<file path="config.mk">
export PLATFORM = sky130hd
export DESIGN_NAME = butterfly_dit
export DESIGN_NICKNAME = d
export VERILOG_FILES = /design/src/rtl/butterfly_dit.sv
export SDC_FILE = /design/constraint.sdc
export NUM_CORES = 2
export LEC_CHECK = 0
export BUFFER_PORTS_ARGS = -buffer_cell sky130_fd_sc_hd__buf_4
export CAP_MARGIN = 0
export CORE_ASPECT_RATIO = 0.8
export CORE_UTILIZATION = 65
export DETAILED_ROUTE_END_ITERATION = 8
export HOLD_SLACK_MARGIN = 0.03
export PLACE_DENSITY = 0.89
export SLEW_MARGIN = 20
export SYNTH_ARGS = -nofsm -noshare
export SYNTH_HDL_FRONTEND = slang
export SYNTH_SLANG_ARGS = --single-unit
</file>
<file path="constraint.sdc">
create_clock -name clk -period 7.7 [get_ports clk]
set_input_delay 1.54 -clock clk [delete_from_list [all_inputs] [get_ports clk]]
set_output_delay 1.54 -clock clk [all_outputs]
set_load 0.01 [all_outputs]
</file>
<file path="src/rtl/butterfly_dit.sv">
// butterfly_dit: radix-2 decimation-in-time butterfly for the DIT/IFFT pipeline.
//   sum_out  = up + W*down,  diff_out = up - W*down,  W = exp(-j*2*pi*k/N), N = 2^SET.
//   The twiddle index k comes from an internal pair counter (reset/clr to 0, +1 per accepted pair).
//   Latency 6 cycles (4 multiply + 2 add/sub), one pair per cycle, no backpressure.
// Data samples are 16-bit signed re/im; twiddles are Q2.14 so +1.0 (16384) is exact.
// Optional build macro BUTTERFLY_DIT_IFFT_EN: conjugated twiddle W = exp(+j*2*pi*k/N).
// Contents: fft_pkg (bus type, saturation, twiddle generator), pipe_reg, FFT_cmult,
// FFT_cadd, FFT_csub and the butterfly_dit top.

package fft_pkg;

    localparam int DW      = 16;
    localparam int TW_FRAC = 14;

    typedef struct packed {
        logic                 valid;
        logic signed [DW-1:0] re;
        logic signed [DW-1:0] im;
    } FFT_DATA_BUS;

    // Clamp a wide signed value into the sample range.
    function automatic logic signed [DW-1:0] sat_dw(input logic signed [33:0] x);
        if (x > 34'sd32767) begin
            return 16'sh7fff;
        end else if (x < -34'sd32768) begin
            return 16'sh8000;
        end else begin
            return x[DW-1:0];
        end
    endfunction

    // Elaboration-time twiddle generator: round(2^14 * cos or sin(2*pi*k / 2^log2n)).
    // Integer Taylor series in Q30 after folding the angle into [0, pi/2].
    function automatic int twiddle_q14(input int k, input int log2n, input logic want_sin);
        longint pi_q30;
        longint half_pi;
        longint x;
        longint term;
        longint acc;
        longint prod;
        longint denom;
        logic   neg;
        pi_q30  = 64'sd3373259426;
        half_pi = pi_q30 >>> 1;
        x       = (64'sd2 * pi_q30 * longint'(k)) >>> log2n;
        neg     = 1'b0;
        if (x > half_pi) begin
            x   = pi_q30 - x;
            neg = ~want_sin;
        end
        acc  = want_sin ? x : (64'sd1 <<< 30);
        term = acc;
        for (int unsigned i = 0; i < 12; i++) begin
            denom = want_sin ? longint'((2*i + 2) * (2*i + 3))
                             : longint'((2*i + 1) * (2*i + 2));
            prod  = (term * x) >>> 30;
            prod  = (prod * x) >>> 30;
            term  = -(prod / denom);
            acc   = acc + term;
        end
        if (neg) begin
            acc = -acc;
        end
        return int'((acc + 64'sd32768) >>> 16);
    endfunction

endpackage

// pipe_reg: DEPTH-stage register delay line with asynchronous clear.
module pipe_reg #(
    parameter int unsigned WIDTH = 1,
    parameter int unsigned DEPTH = 1
) (
    input  logic             clk,
    input  logic             rst_n,
    input  logic [WIDTH-1:0] din,
    output logic [WIDTH-1:0] dout
);
    logic [WIDTH-1:0] stage_q [DEPTH];

    // Shift din through DEPTH registers.
    always_ff @(posedge clk or negedge rst_n) begin
        if (!rst_n) begin
            for (int unsigned i = 0; i < DEPTH; i++) begin
                stage_q[i] <= '0;
            end
        end else begin
            stage_q[0] <= din;
            for (int unsigned i = 1; i < DEPTH; i++) begin
                stage_q[i] <= stage_q[i-1];
            end
        end
    end

    assign dout = stage_q[DEPTH-1];
endmodule

// FFT_cmult: 4-cycle complex multiply a*b, b in Q2.14, rounded and saturated to 16 bits.
module FFT_cmult
    import fft_pkg::*;
(
    input  logic                 clk,
    input  logic                 rst_n,
    input  logic signed [DW-1:0] a_re,
    input  logic signed [DW-1:0] a_im,
    input  logic signed [DW-1:0] b_re,
    input  logic signed [DW-1:0] b_im,
    output logic signed [DW-1:0] p_re,
    output logic signed [DW-1:0] p_im
);
    localparam logic signed [2*DW:0] ROUND = 33'sd1 <<< (TW_FRAC - 1);

    logic signed [DW-1:0]   ar_q, ai_q, br_q, bi_q;
    logic signed [2*DW-1:0] rr_q, ii_q, ri_q, ir_q;
    logic signed [2*DW:0]   re_q, im_q;

    // Stage 1: register operands.
    always_ff @(posedge clk or negedge rst_n) begin
        if (!rst_n) begin
            ar_q <= '0;
            ai_q <= '0;
            br_q <= '0;
            bi_q <= '0;
        end else begin
            ar_q <= a_re;
            ai_q <= a_im;
            br_q <= b_re;
            bi_q <= b_im;
        end
    end

    // Stage 2: four partial products.
    always_ff @(posedge clk or negedge rst_n) begin
        if (!rst_n) begin
            rr_q <= '0;
            ii_q <= '0;
            ri_q <= '0;
            ir_q <= '0;
        end else begin
            rr_q <= ar_q * br_q;
            ii_q <= ai_q * bi_q;
            ri_q <= ar_q * bi_q;
            ir_q <= ai_q * br_q;
        end
    end

    // Stage 3: combine into full-precision real and imaginary parts.
    always_ff @(posedge clk or negedge rst_n) begin
        if (!rst_n) begin
            re_q <= '0;
            im_q <= '0;
        end else begin
            re_q <= 33'(rr_q) - 33'(ii_q);
            im_q <= 33'(ri_q) + 33'(ir_q);
        end
    end

    // Stage 4: round-half-up back to sample scale and saturate.
    always_ff @(posedge clk or negedge rst_n) begin
        if (!rst_n) begin
            p_re <= '0;
            p_im <= '0;
        end else begin
            p_re <= sat_dw(34'((re_q + ROUND) >>> TW_FRAC));
            p_im <= sat_dw(34'((im_q + ROUND) >>> TW_FRAC));
        end
    end
endmodule

// FFT_cadd: 2-cycle saturating complex add.
module FFT_cadd
    import fft_pkg::*;
(
    input  logic                 clk,
    input  logic                 rst_n,
    input  logic signed [DW-1:0] a_re,
    input  logic signed [DW-1:0] a_im,
    input  logic signed [DW-1:0] b_re,
    input  logic signed [DW-1:0] b_im,
    output logic signed [DW-1:0] s_re,
    output logic signed [DW-1:0] s_im
);
    logic signed [DW:0] s_re_q, s_im_q;

    // Stage 1: one-bit-wider sum.
    always_ff @(posedge clk or negedge rst_n) begin
        if (!rst_n) begin
            s_re_q <= '0;
            s_im_q <= '0;
        end else begin
            s_re_q <= (DW+1)'(a_re) + (DW+1)'(b_re);
            s_im_q <= (DW+1)'(a_im) + (DW+1)'(b_im);
        end
    end

    // Stage 2: saturate to sample width.
    always_ff @(posedge clk or negedge rst_n) begin
        if (!rst_n) begin
            s_re <= '0;
            s_im <= '0;
        end else begin
            s_re <= sat_dw(34'(s_re_q));
            s_im <= sat_dw(34'(s_im_q));
        end
    end
endmodule

// FFT_csub: 2-cycle saturating complex subtract a - b.
module FFT_csub
    import fft_pkg::*;
(
    input  logic                 clk,
    input  logic                 rst_n,
    input  logic signed [DW-1:0] a_re,
    input  logic signed [DW-1:0] a_im,
    input  logic signed [DW-1:0] b_re,
    input  logic signed [DW-1:0] b_im,
    output logic signed [DW-1:0] d_re,
    output logic signed [DW-1:0] d_im
);
    logic signed [DW:0] d_re_q, d_im_q;

    // Stage 1: one-bit-wider difference.
    always_ff @(posedge clk or negedge rst_n) begin
        if (!rst_n) begin
            d_re_q <= '0;
            d_im_q <= '0;
        end else begin
            d_re_q <= (DW+1)'(a_re) - (DW+1)'(b_re);
            d_im_q <= (DW+1)'(a_im) - (DW+1)'(b_im);
        end
    end

    // Stage 2: saturate to sample width.
    always_ff @(posedge clk or negedge rst_n) begin
        if (!rst_n) begin
            d_re <= '0;
            d_im <= '0;
        end else begin
            d_re <= sat_dw(34'(d_re_q));
            d_im <= sat_dw(34'(d_im_q));
        end
    end
endmodule

// butterfly_dit: twiddle multiply on down, then add/subtract against delayed up.
module butterfly_dit
    import fft_pkg::*;
#(
    parameter int SET = 4
) (
    input  logic           clk,
    input  logic           rst_n,
    input  FFT_DATA_BUS    up,
    input  FFT_DATA_BUS    down,
    input  logic           clr,
    output FFT_DATA_BUS    sum_out,
    output FFT_DATA_BUS    diff_out,
    output logic [SET-2:0] tw_idx
);
    localparam int HALF = 1 << (SET - 1);

    logic                 accept;
    logic [SET-2:0]       k_q;
    logic signed [DW-1:0] tw_re_tab [HALF];
    logic signed [DW-1:0] tw_im_tab [HALF];
    logic signed [DW-1:0] tw_re, tw_im;
    logic signed [DW-1:0] mul_a_re, mul_a_im, mul_b_re, mul_b_im;
    logic signed [DW-1:0] prod_re, prod_im;
    logic [2*DW-1:0]      up_d4;
    logic                 mult_valid;
    logic                 out_valid;
    logic signed [DW-1:0] add_a_re, add_a_im, add_b_re, add_b_im;
    logic signed [DW-1:0] sum_re, sum_im, diff_re, diff_im;

    // Forward twiddle table: re = cos, im = -sin, both Q2.14; entry 0 is exactly +1.
    for (genvar g = 0; g < HALF; g++) begin : g_tw
        localparam int TW_RE = twiddle_q14(g, SET, 1'b0);
        localparam int TW_IM = -twiddle_q14(g, SET, 1'b1);
        assign tw_re_tab[g] = TW_RE[DW-1:0];
        assign tw_im_tab[g] = TW_IM[DW-1:0];
    end

    assign accept = up.valid & down.valid;
    assign tw_idx = k_q;

    // Pair counter: clear wins over increment; wraps naturally at 2^(SET-1).
    always_ff @(posedge clk or negedge rst_n) begin
        if (!rst_n) begin
            k_q <= '0;
        end else if (clr) begin
            k_q <= '0;
        end else if (accept) begin
            k_q <= k_q + 1'b1;
        end
    end

    // Twiddle lookup at the current k (the accepted pair sees k before any update).
    always_comb begin
        tw_re = tw_re_tab[k_q];
`ifdef BUTTERFLY_DIT_IFFT_EN
        tw_im = -tw_im_tab[k_q];
`else
        tw_im = tw_im_tab[k_q];
`endif
    end

    // Multiplier operands are zero unless a pair is accepted.
    always_comb begin
        mul_a_re = '0;
        mul_a_im = '0;
        mul_b_re = '0;
        mul_b_im = '0;
        if (accept) begin
            mul_a_re = down.re;
            mul_a_im = down.im;
            mul_b_re = tw_re;
            mul_b_im = tw_im;
        end
    end

    FFT_cmult u_mult (
        .clk   (clk),
        .rst_n (rst_n),
        .a_re  (mul_a_re),
        .a_im  (mul_a_im),
        .b_re  (mul_b_re),
        .b_im  (mul_b_im),
        .p_re  (prod_re),
        .p_im  (prod_im)
    );

    pipe_reg #(.WIDTH(2*DW), .DEPTH(4)) u_up_dly (
        .clk   (clk),
        .rst_n (rst_n),
        .din   ({up.re, up.im}),
        .dout  (up_d4)
    );

    pipe_reg #(.WIDTH(1), .DEPTH(4)) u_valid_mult (
        .clk   (clk),
        .rst_n (rst_n),
        .din   (accept),
        .dout  (mult_valid)
    );

    pipe_reg #(.WIDTH(1), .DEPTH(2)) u_valid_out (
        .clk   (clk),
        .rst_n (rst_n),
        .din   (mult_valid),
        .dout  (out_valid)
    );

    // Add/sub operands are zero when the delayed valid is low, so bubbles leave zero data.
    always_comb begin
        add_a_re = '0;
        add_a_im = '0;
        add_b_re = '0;
        add_b_im = '0;
        if (mult_valid) begin
            add_a_re = $signed(up_d4[2*DW-1:DW]);
            add_a_im = $signed(up_d4[DW-1:0]);
            add_b_re = prod_re;
            add_b_im = prod_im;
        end
    end

    FFT_cadd u_add (
        .clk   (clk),
        .rst_n (rst_n),
        .a_re  (add_a_re),
        .a_im  (add_a_im),
        .b_re  (add_b_re),
        .b_im  (add_b_im),
        .s_re  (sum_re),
        .s_im  (sum_im)
    );

    FFT_csub u_sub (
        .clk   (clk),
        .rst_n (rst_n),
        .a_re  (add_a_re),
        .a_im  (add_a_im),
        .b_re  (add_b_re),
        .b_im  (add_b_im),
        .d_re  (diff_re),
        .d_im  (diff_im)
    );

    assign sum_out  = '{valid: out_valid, re: sum_re,  im: sum_im};
    assign diff_out = '{valid: out_valid, re: diff_re, im: diff_im};
endmodule

</file>
==> out/metrics.yaml <==
sta:
  fin_crit_sh: 0.9773
  tns_ns: 0
  hold_violations: 0
  slew_violations: 0
  setup_viol: 0
  worstMarginPinSlew_ns: 1.199
  skew_ns: 0.04728
  max_freq_ghz: 0.1329
  fin_crit_ns: 7.525
  rsz0062_at_grt: "false"
  slew-limit-headroom: 0.2009
drt:
  wl_per_cell_um: 21.16
  antenna_left: 0
  vias: 39083
  drc_errors: 0
  firstDrtPassIters: 7
  drt-total-wl_mm: 144.1
  avgViaCountPerCell: 5.737
  drtIter0Drc: 3328
setup_path:
  cp-end-kind: "flop"
  reg2reg_to: "u_mult.ir_q[31]"
  crit_required_ns: 8.19
  critPathMaxFanout: 26
  cp.arrival_ns: 8.01
  reg2reg_depth: 22
  crit-reg2reg-launch: "u_mult.br_q[7]"
  worst_setup_path_start_kind: "flop"
  reg2reg_slack_ns: 0.17
  critPathKind: "reg -> reg"
synthesis:
  synth-edff-count: 0
  syn-num-nets: 7141
  synth_area_um2: 56930
  synth_cell_type_count: 70
  yosysSeqAreaShare: 0.2272
  syn_area_per_cell_um2: 10.23
  async_reset_ff_frac: 1.000
  syn_inst: 5567
  synth_flop_cell: "dfrtp_1"
  synth_seq_cells: 517
  yosys_warnings: 0
power:
  power_density_nw_per_um2: 132.1
  p_leak_nw: 33.21
  ir_drop_mv: 0.1848
die:
  die_area_um2: 88780
  ios: 138
  row_count: 96
  die_h_um: 266.7
  core_area_um2: 86240
  initial_core_util: 0.6601
  fp.dieW_um: 332.9
place:
  placed_cell_area_um2: 59200
  io_buffers: 137
  dp_cells: 6717
  place.gp.congestion: 1.000
  dp_hpwl_mm: 115.4
clock_tree:
  clock_sinks: 517
  max-clock-path-buffers: 3
  cts_tree: "built"
  htree_levels: 2
  cts_resized: 0
  cts_made_buffers: 53
  clkLatencyLatePin_ns: 0.68
  root_buffer: "clkbuf_16"
  clk_pin_slew_worst_paths_ns: 0.06
  post_cts_buffers: 0
  ctsHoldBuffers: 0
grt:
  grt_pass1_wl_mm: 231.3
  gr-total-overflow: 0
  grt_max_degree: 149
  grt_usage: 0.3401
  antenna_found_initial: 5
  grt_pass1_vias: 42865
layout:
  syn_to_final_growth_pct: 7.059
  final-seq-area_um2: 12940
  multi_input_area_um2: 38060
  finalNetCount: 7219
  layout.cells.non_filler: 6812
  fill_cells: 5720
  drive_gt1_frac: 0.05454
  post-route-cell-area_um2: 60950
min_path:
  hold_end: "u_up_dly.dout[2]"
  hp-class: "reg -> reg"
  holdPathStages: 0
  worstHoldStart: "u_up_dly.stage_q[34]"
flow_run:
  drv_cap: 0
outcome:
  status: "finished clean"
==> cells in the mapped netlist (5+ instances only) <==
cell type,instances,area (µm²)
a211o_1,5,43.79
a211oi_1,9,67.56
a21o_1,58,435.4
a21oi_1,169,845.8
a21oi_2,5,43.79
a31oi_1,10,62.56
a41o_1,5,50.05
a41oi_1,5,43.79
and2_1,355,2221
and3_1,55,344.1
buf_1,5,18.77
clkbuf_1,165,619.3
dfrtp_1,517,12940
fa_1,992,19860
ha_1,513,6419
inv_1,1406,5278
maj3_1,60,600.6
nand2_1,384,1441
nand2b_1,36,225.2
nand3_1,51,255.2
nand4_1,11,68.82
nor2_1,160,600.6
nor2b_1,20,125.1
nor3_1,35,175.2
nor3b_1,5,37.54
o2111ai_1,6,52.55
o21a_1,27,202.7
o21ai_0,115,575.6
o21ai_1,7,35.03
o21bai_1,39,292.8
o31a_1,8,70.07
o31ai_1,7,52.55
o41ai_1,9,78.83
or2_2,5,31.28
or3_1,8,50.05
xnor2_1,181,1585
xor2_1,68,595.6
==> state kept, by name, indices dropped and copies added, names as in the netlist, 17 cells and up <==
| signal | count |
|---|---|
| u_add.s_im_q | 17 |
| u_add.s_re_q | 17 |
| u_mult.ii_q | 32 |
| u_mult.im_q | 20 |
| u_mult.ir_q | 32 |
| u_mult.re_q | 20 |
| u_mult.ri_q | 32 |
| u_mult.rr_q | 32 |
| u_up_dly.dout | 32 |
| u_up_dly.stage_q | 96 |
==> kinds of logic after synthesis <==
kind of cell | count (synthesis) | synth area share
and+or+nand+nor | 1136 | 0.09943
xor gates and xnor gates | 249 | 0.03831
DFF | 517 | 0.2272
buffers and inverters | 1579 | 0.1043
AOI/OAI and AO/OA | 519 | 0.05828
muxes | 2 | 0.0003517
adders and majority gates | 1565 | 0.4721
==> layout make-up <==
class,count,share of cell area
multi-input combinational,3471,0.6245
sequential,517,0.2123
inverter,1406,0.08659
timing repair buffer,196,0.02488
clock buffer,68,0.02383
tap,1127,0.02314
clock inverter,26,0.004742
antenna,1,0.00004106
==> where the power goes <==
| part | switching, W | leakage, nW | internal (W) |
|---|---|---|---|
| Combinational | 0.00109 | 25.9 | 0.000798 |
| Sequential | 0.000340 | 6.47 | 0.00320 |
| Clock | 0.00119 | 0.839 | 0.00145 |
==> how the worst max path moves through the flow <==
stage,from,endpoint,slack (ns),depth (start not counted)
6_report,u_mult.br_q[7],u_mult.ir_q[31],0.17,22
5_1_grt,u_mult.br_q[7],u_mult.ir_q[31],0.02,22
4_1_cts,u_mult.br_q[7],u_mult.ir_q[31],0.43,21
3_5_place_dp,u_mult.br_q[7],u_mult.ir_q[31],0.49,21
3_3_place_gp,u_mult.br_q[7],u_mult.ir_q[31],0.58,21
2_1_floorplan,u_mult.bi_q[4],u_mult.ii_q[31],1.35,24
==> worst max-delay path: stages, from the launching register on <==
cell and delay (ns):
dfrtp_1 1.13, inv_1 0.18, buf_4 0.28, nor2_1 0.15
fa_1 0.47, fa_1 0.46, fa_1 0.53, fa_1 0.44
fa_1 0.49, inv_1 0.05, fa_1 0.48, inv_1 0.05
ha_1 0.36, and2_1 0.20, nand3_1 0.09, nor3_1 0.38
nor3b_1 0.37, o22a_1 0.39, nand4_1 0.16, a41oi_1 0.24
o21ai_0 0.16, a21oi_1 0.18, a31oi_1 0.09
==> stage by stage <==
stage	utilization	total power, W	hold slack, ns	setup slack (ns)
after global placement	0.6864	0.005300	0.3311	0.5836
final	0.7067	0.008054	0.3342	0.1746
after CTS	0.7066	0.008051	0.3324	0.4313
after detailed placement	0.6864	0.005385	0.3347	0.4857
after global routing	0.7067	0.008393	0.3468	0.02045
after floorplan	-	0.004595	0.3312	1.351
==> per-layer routing <==
| layer | track usage | vias up | routed length (µm) |
|---|---|---|---|
| met5 | 0 | - | 82 |
| met4 | 0.1441 | 4 | 7056 |
| met3 | 0.1061 | 508 | 17090 |
| met2 | 0.5305 | 2177 | 65410 |
| met1 | 0.4428 | 19553 | 54500 |
| li1 | - | 16841 | - |
==> layout by cell type, fill, tap and decap left out, types with 115 or more instances in the layout <==
cell type / n
nand2_1: 384
ha_1: 513
buf_4: 192
dfrtp_1: 515
inv_1: 1406
a21oi_1: 168
xnor2_1: 181
fa_1: 992
and2_1: 355
nor2_1: 160
o21ai_0: 115
Note: power is estimated with default switching activity, not from simulation.
